==> config.mk <==
export PLATFORM = sky130hd
export DESIGN_NAME = hash_target_check
export DESIGN_NICKNAME = d
export VERILOG_FILES = /design/src/rtl/mining_pkg.sv /design/src/rtl/hash_word_cmp.sv /design/src/rtl/hash_target_check.sv
export SDC_FILE = /design/constraint.sdc
export NUM_CORES = 2
export LEC_CHECK = 0
export CORE_AREA = 2 2 354 356
export CTS_CLUSTER_DIAMETER = 100
export DETAILED_ROUTE_END_ITERATION = 8
export DIE_AREA = 0 0 356 358
export GPL_TIMING_DRIVEN = 0
export RECOVER_POWER = 25
export SLEW_MARGIN = 30
export SYNTH_ARGS = -nofsm -noshare
export SYNTH_HDL_FRONTEND = slang
export SYNTH_SLANG_ARGS = --single-unit
==> constraint.sdc <==
create_clock -name clock -period 9.25 [get_ports clock]
set_clock_uncertainty 0.1 [all_clocks]
set_input_delay 0.925 -clock clock [delete_from_list [all_inputs] [get_ports clock]]
set_output_delay 0.925 -clock clock [all_outputs]
set_load 0.05 [all_outputs]
==> src/rtl/mining_pkg.sv <==
// Shared constants and FSM encoding for the mining pipeline target-check stage.
package mining_pkg;

    localparam int unsigned HASH_W  = 256;
    localparam int unsigned WORD_W  = 32;
    localparam int unsigned NONCE_W = 32;
    localparam int unsigned N_WORDS = HASH_W / WORD_W;

    typedef logic [2:0] state_t;

    localparam state_t StIdle  = 3'd0;
    localparam state_t StIssue = 3'd1;
    localparam state_t StWait  = 3'd2;
    localparam state_t StCmp   = 3'd3;
    localparam state_t StDone  = 3'd4;

endpackage

==> src/rtl/hash_word_cmp.sv <==
// Combinational unsigned three-way compare of one hash slice against one target slice.
module hash_word_cmp #(
    parameter int unsigned WORD_W = mining_pkg::WORD_W
) (
    input  logic [WORD_W-1:0] hash_word,
    input  logic [WORD_W-1:0] target_word,
    output logic              lt,
    output logic              eq,
    output logic              gt
);

    assign lt = hash_word <  target_word;
    assign eq = hash_word == target_word;
    assign gt = hash_word >  target_word;

endmodule

==> src/rtl/hash_target_check.sv <==
// Nonce sweep controller: requests a hash per nonce and checks it against the target
// one word per cycle, most significant word first, stopping at the first differing word.
module hash_target_check #(
    parameter int unsigned HASH_W  = mining_pkg::HASH_W,
    parameter int unsigned WORD_W  = mining_pkg::WORD_W,
    parameter int unsigned NONCE_W = mining_pkg::NONCE_W
) (
    input  logic               clock,
    input  logic               reset,
    input  logic               start,
    input  logic               abort,
    input  logic [HASH_W-1:0]  target,
    input  logic [NONCE_W-1:0] nonce_base,
    input  logic [NONCE_W-1:0] nonce_limit,
    input  logic               hash_valid,
    input  logic [HASH_W-1:0]  hash,
    output logic               nonce_req,
    output logic [NONCE_W-1:0] nonce_out,
    output logic               busy,
    output logic               found,
    output logic [NONCE_W-1:0] found_nonce,
    output logic [HASH_W-1:0]  found_hash,
    output logic               exhausted
);

    import mining_pkg::*;

    localparam int unsigned NumWords = HASH_W / WORD_W;
    localparam int unsigned IdxW     = (NumWords > 1) ? $clog2(NumWords) : 1;

    state_t             state_q, state_d;
    logic [HASH_W-1:0]  target_q, target_d;
    logic [HASH_W-1:0]  hash_q, hash_d;
    logic [HASH_W-1:0]  found_hash_q, found_hash_d;
    logic [NONCE_W-1:0] nonce_cur_q, nonce_cur_d;
    logic [NONCE_W-1:0] nonce_limit_q, nonce_limit_d;
    logic [NONCE_W-1:0] found_nonce_q, found_nonce_d;
    logic [IdxW-1:0]    idx_q, idx_d;
    logic               found_q, found_d;
    logic               exhausted_q, exhausted_d;
    logic               nonce_req_q;
    logic               busy_q;

    logic [WORD_W-1:0]  hash_word, target_word;
    logic               word_lt, word_eq, word_gt;

    always_comb begin
        hash_word   = '0;
        target_word = '0;
        for (int unsigned w = 0; w < NumWords; w++) begin
            if (idx_q == IdxW'(w)) begin
                hash_word   = hash_q[w*WORD_W +: WORD_W];
                target_word = target_q[w*WORD_W +: WORD_W];
            end
        end
    end

    hash_word_cmp #(
        .WORD_W (WORD_W)
    ) u_word_cmp (
        .hash_word   (hash_word),
        .target_word (target_word),
        .lt          (word_lt),
        .eq          (word_eq),
        .gt          (word_gt)
    );

    always_comb begin
        state_d       = state_q;
        target_d      = target_q;
        hash_d        = hash_q;
        found_hash_d  = found_hash_q;
        nonce_cur_d   = nonce_cur_q;
        nonce_limit_d = nonce_limit_q;
        found_nonce_d = found_nonce_q;
        idx_d         = idx_q;
        found_d       = found_q;
        exhausted_d   = exhausted_q;

        // Abort outranks every same-cycle event; found_nonce/found_hash are kept.
        if (abort) begin
            state_d     = StIdle;
            found_d     = 1'b0;
            exhausted_d = 1'b0;
        end else begin
            case (state_q)
                StIdle, StDone: begin
                    if (start) begin
                        target_d      = target;
                        nonce_cur_d   = nonce_base;
                        nonce_limit_d = nonce_limit;
                        found_d       = 1'b0;
                        exhausted_d   = 1'b0;
                        state_d       = StIssue;
                    end
                end
                StIssue: state_d = StWait;
                StWait: begin
                    if (hash_valid) begin
                        hash_d  = hash;
                        idx_d   = IdxW'(NumWords - 1);
                        state_d = StCmp;
                    end
                end
                StCmp: begin
                    if (word_lt || (word_eq && idx_q == '0)) begin
                        found_nonce_d = nonce_cur_q;
                        found_hash_d  = hash_q;
                        found_d       = 1'b1;
                        state_d       = StDone;
                    end else if (word_gt) begin
                        if (nonce_cur_q == nonce_limit_q) begin
                            exhausted_d = 1'b1;
                            state_d     = StDone;
                        end else begin
                            nonce_cur_d = nonce_cur_q + 1'b1;
                            state_d     = StIssue;
                        end
                    end else begin
                        idx_d = idx_q - 1'b1;
                    end
                end
                default: state_d = StIdle;
            endcase
        end
    end

    always_ff @(posedge clock) begin
        if (reset) begin
            state_q       <= StIdle;
            target_q      <= '0;
            hash_q        <= '0;
            found_hash_q  <= '0;
            nonce_cur_q   <= '0;
            nonce_limit_q <= '0;
            found_nonce_q <= '0;
            idx_q         <= '0;
            found_q       <= 1'b0;
            exhausted_q   <= 1'b0;
            nonce_req_q   <= 1'b0;
            busy_q        <= 1'b0;
        end else begin
            state_q       <= state_d;
            target_q      <= target_d;
            hash_q        <= hash_d;
            found_hash_q  <= found_hash_d;
            nonce_cur_q   <= nonce_cur_d;
            nonce_limit_q <= nonce_limit_d;
            found_nonce_q <= found_nonce_d;
            idx_q         <= idx_d;
            found_q       <= found_d;
            exhausted_q   <= exhausted_d;
            // Status flags are registered from the next state so they line up with it.
            nonce_req_q   <= (state_d == StIssue);
            busy_q        <= (state_d == StIssue) || (state_d == StWait) || (state_d == StCmp);
        end
    end

    assign nonce_req   = nonce_req_q;
    assign nonce_out   = nonce_cur_q;
    assign busy        = busy_q;
    assign found       = found_q;
    assign found_nonce = found_nonce_q;
    assign found_hash  = found_hash_q;
    assign exhausted   = exhausted_q;

endmodule

======== After elaboration in Yosys (flattened, before gate mapping) ========
Index checks and enable logic that the tools add are counted.
word-level totals
  register bits after elaboration ......... 874
  bits in latches ......................... 0
  RAM bits ................................ 0
  memory bits (read-only) ................. 0
  input port bits ......................... 581
  output and inout port bits .............. 324
  word-level logic and storage cells ...... 97
  memories ................................ 0
cells by class
  add/subtract/negate cells ............... 2
  $mul .................................... 0
  div/mod/pow operators ................... 0
  order comparisons ....................... 2
  eq/ne operators ......................... 24
  shift operators ......................... 0
  mux-type cells .......................... 39
  bitwise operators ....................... 1
  reduce and logical (&&, ||, !) cells .... 17
operators by type and width
  operator                 count
  $mux W32                 20
  $eq A32 B32 Y1           2
  $pmux W32 S2             1
  $add A32 B1 Y32 const B  1
  $gt A32 B32 Y1           1
  $lt A32 B32 Y1           1
  $mux W3                  9
  $eq A3 B2 Y1 const B     6
  $eq A3 B3 Y1 const B     5
  $ne A2 B2 Y1 const B     7
  $pmux W3 S4              1
  $reduce_and A3 Y1        4
  $reduce_and A5 Y1        2
  $eq A3 B1 Y1 const B     3
  $logic_not A3 Y1         2
  $pmux W3 S2              1
  $reduce_and A6 Y1        1
  $mux W1                  5
  $pmux W1 S2              2
  $reduce_bool A2 Y1       2
  $reduce_or A2 Y1         2
  $logic_or A1 B1 Y1       3
  $sub A3 B1 Y3 const B    1
  $ne A2 B1 Y1 const B     1
  2 further kinds          2

======== Logic depth before layout (Yosys ltp) ========
  word-level depth ........................ 18
  mapped depth ............................ 24
  depth with buffers taken out ............ 19

======== Modules after synthesis ========
Synthesis repeated with hierarchy kept, for this count alone.
second synthesis, totals
  cells, all modules ...................... 5,244
  area total of the unflattened synthesis .. 37,522.2 um^2
by module, submodules not included
  module             instances  cells each  area each (um^2)  seq. area each (um^2)
  hash_target_check  1          5,130       36,696.4          17,496.8
  hash_word_cmp      1          114         825.8             0.0

======== Worst setup path after synthesis ========
No wires, ideal clock.
  path kind ............................... flip-flop to flip-flop
  start point ............................. register idx_q[0]
  end point ............................... register nonce_cur_q[27] (netlist: nonce_out[27])
  setup time .............................. 121 ps
  arrival ................................. 4,069 ps
  required time ........................... 9,029 ps
  slack ................................... 4,960 ps
  cell stages (with the launch flop) ...... 23
  path buffers ............................ 3
  period minus slack after synthesis ...... 4,290 ps
  cells stage by stage .................... dfxtp_1 inv_1 ha_1 nand2b_1 nor2_1 clkbuf_1 a221o_1 o21ai_0 o211ai_1 o21ai_0 o211ai_1 o21ai_0 ha_1 nand4_2 nor3_2 a21boi_1 o311ai_1 and3_1 buf_6 or3_1 buf_2 o31ai_1 nor3_1
on the way
  word-level cells in the longest chain between the ends .. 14
  elaborated cells between the ends (all ways) .. 32
  those cells by class .................... order compare (2); eq/ne (10); mux (16); reduce/logical (4)
RTL lines
  item                                                     line                      source
  start: declaration                                       hash_target_check.sv:38   logic [IdxW-1:0] idx_q, idx_d;
  start signal: assignment                                 hash_target_check.sv:150  idx_q <= idx_d;
  branches (longest 13 deep; another with $lt A32 B32 Y1)  -
  $reduce_and A6 Y1 (no line) *                            -
  end signal: assignment                                   hash_target_check.sv:147  nonce_cur_q <= nonce_cur_d;
  end: declaration                                         hash_target_check.sv:35   logic [NONCE_W-1:0] nonce_cur_q, nonce_cur_d;
Mark *: on every way between the ends.
A chain may end at the register's enable or synchronous reset.

======== Final worst setup path ========
  start point ............................. register idx_q[0]
  end point ............................... register found_hash_q[195] (netlist: found_hash[195])
on the way
  word-level cells in the longest chain between the ends .. 13
  elaborated cells between the ends (all ways) .. 29
  those cells by class .................... order compare (1); eq/ne (8); mux (16); reduce/logical (4)
RTL lines
  item                                                     line                      source
  branches (longest 11 deep; another with $lt A32 B32 Y1)  -
  $logic_or A1 B1 Y1 *                                     hash_target_check.sv:106  if (word_lt || (word_eq && idx_q == '0)) begin
  $reduce_and A3 Y1 (no line) *                            -
  end signal: assignment                                   hash_target_check.sv:146  found_hash_q <= found_hash_d;
  end: declaration                                         hash_target_check.sv:34   logic [HASH_W-1:0] found_hash_q, found_hash_d;
Marks and branches as above.

==> summary.txt <==
status: complete, no violations
Pwr Total: 9000 uW
final critical-path required period: 7750 ps
post-cts resize count: 0
Vias: 38937
clock sinks: 874
post-CTS setup buffer count: 0
initial antenna violation count: 19
PD cells: 177 nW/um^2
vias in the first global route: 36946
Worst setup SP type: flip-flop
commonest non-fill, non-tap cell in the layout: nand2_1
peak supply drop: 0.000123 V
Initial DRC Count: 4262
# rows: 129
Die W: 356 um
EDFF count, synth: 0
worst slew pin tran: 1040 ps
sequential area share after synthesis: 48.6%
Lkg Pwr: 0.0183 uW
GRT Overall Usage: 28.2%
die area: 127000 sq um
Max Fanout on Critical Path: 10
Sw Ratio: 24.8%
Hold-fix buffers, CTS: 0
hold path cells: 2
Avg Synthesized Cell Area: 7.52 sq um
CTS tree: yes
Syn-to-layout area delta: 40.9%
Slew headroom: 30.4%
clk_lat worst skew: 690 ps
min-delay src: found_hash[63]$_SDFFE_PP0P_
fillcell total: 12782
Via density: 5.17
Worst-path clk slew: 60 ps
Gate power share: 9.2%
first-pass GRT wire length: 260 mm
Setup crit start: idx_q[0]$_SDFFE_PP0P_
Die Y: 358 um
TritonCTS buffer count: 98
Pint: 6770 uW
most frequent cells in the layout: nand2_1 (1755), a21oi_1 (945), dfxtp_1 (874), clkdlybuf4s50_1 (636), clkbuf_1 (331)
DP Wirelength: 153 mm
RSZ-0062 raised after global routing: false
Synth Register Bits: 874
clk root buf: clkbuf_16
post-synthesis cell type count: 66
TNS Setup: 0 ps
core area: 123000 sq um
port bufs: 903
CP required: 9750 ps
Final setup viols: 0
asr flop ratio synth: 0%
Critical R2R Launch: idx_q[0]$_SDFFE_PP0P_
drt wl/cell: 25.1 um
Cell Area, Synth: 36000 sq um
pin count of the biggest net entering global routing: 14
CP arrival: 8250 ps
H-tree depth: 3
# DRC: 0
Final Core Density: 41.2%
max cap viols: 0
initial core utilization: 29.2%
layout cells sized above 1: 4.92%
Tcrit/Tclk final: 83.8%
Routed WL: 189 mm
Post-Syn Nets: 5409
final non-filler cell area: 50700 sq um
HP Class: flip-flop to flip-flop
max-slew violations: 0
DRT Pass-1 Iters: 5
Clock power frac: 47.5%
Nets: 6415
Routability Congestion: 1.03
FMAX: 129 MHz
cells after synthesis: 4790
fraction of power consumed by sequential logic: 43.3%
global route total overflow: 0
Switch Pwr: 2230 uW
Clock Path Buffers: 3
yosys warns: 0
post-route ant nets: 0
FF-to-FF path depth: 24
ys flop type: dfxtp_1
I/O pins: 905
placed cell areas: 47200 sq um
Critical Path Sink Type: flip-flop
Hold Violations, Final: 0
Setup Crit Path Kind: flip-flop to flip-flop
-- state kept, by name, indices dropped and copies added, names as in the netlist --
name / flops
nonce_out: 32
exhausted: 1
found: 1
nonce_req: 1
state_q: 3
nonce_limit_q: 32
busy: 1
found_nonce: 32
hash_q: 256
idx_q: 3
target_q: 256
found_hash: 256
-- layer usage --
layer / vias up / GRT usage [%] / share of wire, %
li1: 18249 / - / -
met1: 18561 / 34.8 / 40
met2: 1826 / 48.6 / 48
met3: 295 / 5.31 / 8.4
met4: 6 / 10.4 / 3.7
met5: - / 0 / 0.022
-- cell families (layout without fill, tap and decap cells) --
logic type,Yosys count,in the layout,share of synthesized area (%)
XOR/XNOR,32,32,0.778
AND/OR/NAND/NOR,2045,2045,22.4
flip-flops,874,874,48.6
other,0,15,0
adder cells (fa/ha/maj),38,38,1.32
AO/OA/AOI/OAI,1380,1380,22.1
buffers and inverters,421,1509,4.83
-- cell usage after synthesis, types with 4 or more instances --
| master | count | area, sq um |
|---|---|---|
| nand2_1 | 1755 | 6590 |
| ha_1 | 38 | 475 |
| buf_2 | 40 | 200 |
| buf_1 | 10 | 37.5 |
| and2_1 | 6 | 37.5 |
| nand3_1 | 19 | 95.1 |
| a31oi_1 | 16 | 100 |
| o31ai_1 | 4 | 30.0 |
| o21ai_0 | 117 | 586 |
| buf_4 | 24 | 180 |
| a311oi_1 | 5 | 43.8 |
| a21oi_1 | 945 | 4730 |
| and4_1 | 5 | 43.8 |
| a211oi_1 | 37 | 278 |
| nor3_1 | 52 | 260 |
| xor2_1 | 32 | 280 |
| nor4_1 | 14 | 87.6 |
| nor2b_1 | 8 | 50.1 |
| a21o_1 | 8 | 60.1 |
| a22oi_1 | 35 | 263 |
| o221a_2 | 10 | 113 |
| a221oi_1 | 68 | 596 |
| inv_1 | 7 | 26.3 |
| dfxtp_1 | 874 | 17500 |
| nor2_1 | 134 | 503 |
| o211ai_1 | 68 | 510 |
| nand2b_1 | 6 | 37.5 |
| o21a_1 | 5 | 37.5 |
| and3_1 | 13 | 81.3 |
| clkbuf_1 | 335 | 1260 |
| a221o_1 | 33 | 330 |
| nand4_1 | 17 | 106 |
-- per-stage QoR --
step	setup slack, ps	hold WS [ps]	std cells
4_1_cts	1690	351	7514
5_1_grt	1380	365	7526
3_5_place_dp	1720	343	7332
3_3_place_gp	1070	338	7330
2_1_floorplan	4960	333	4790
6_report	1500	349	7530
-- path summary, 6_finish.rpt --
kind / slack [ps] / end
max: 1500 / found_hash[195]$_SDFFE_PP0P_
min: 350 / found_hash[63]$_SDFFE_PP0P_
max reg2reg: 1500 / found_hash[195]$_SDFFE_PP0P_
min reg2reg: 350 / found_hash[63]$_SDFFE_PP0P_
-- final cells by class --
cell class	instances	area [sq um]	share of cell area, %
Antenna cell	15	37.5	0.0740
Timing Repair Buffer	906	9070	17.9
Inverter	8	30.0	0.0592
Buffer	413	1740	3.42
Clock inverter	42	616	1.21
Multi-Input combinational cell	3495	16800	33.1
Clock buffer	140	2910	5.74
Sequential cell	874	17500	34.5
Tap cell	1637	2050	4.04
-- critical path: stages, from the launching register on --
cell and delay, ps:
dfxtp_1 360, inv_1 110, ha_1 240, nor2b_1 130
clkbuf_2 350, clkbuf_1 390, a221oi_1 720, nor3_1 260
a221oi_1 780, a211oi_1 240, a21oi_1 450, a21oi_1 210
ha_1 360, nand4_1 230, nor3_1 80, a221oi_1 240
and3_1 280, and3_1 300, buf_6 170, o21a_1 120
buf_2 310, buf_2 540, buf_2 350, nand2_1 120
a21oi_1 150
-- power by group through the flow --
stage               logic [uW]  clock network [uW]  registers, uW
floorplan                  313                   0           3980
global placement           818                   0           3970
detailed placement         822                   0           3980
CTS                        826                4310           3890
global route               878                4480           3900
finish                     831                4280           3890
(Power assumes the default switching activity.)
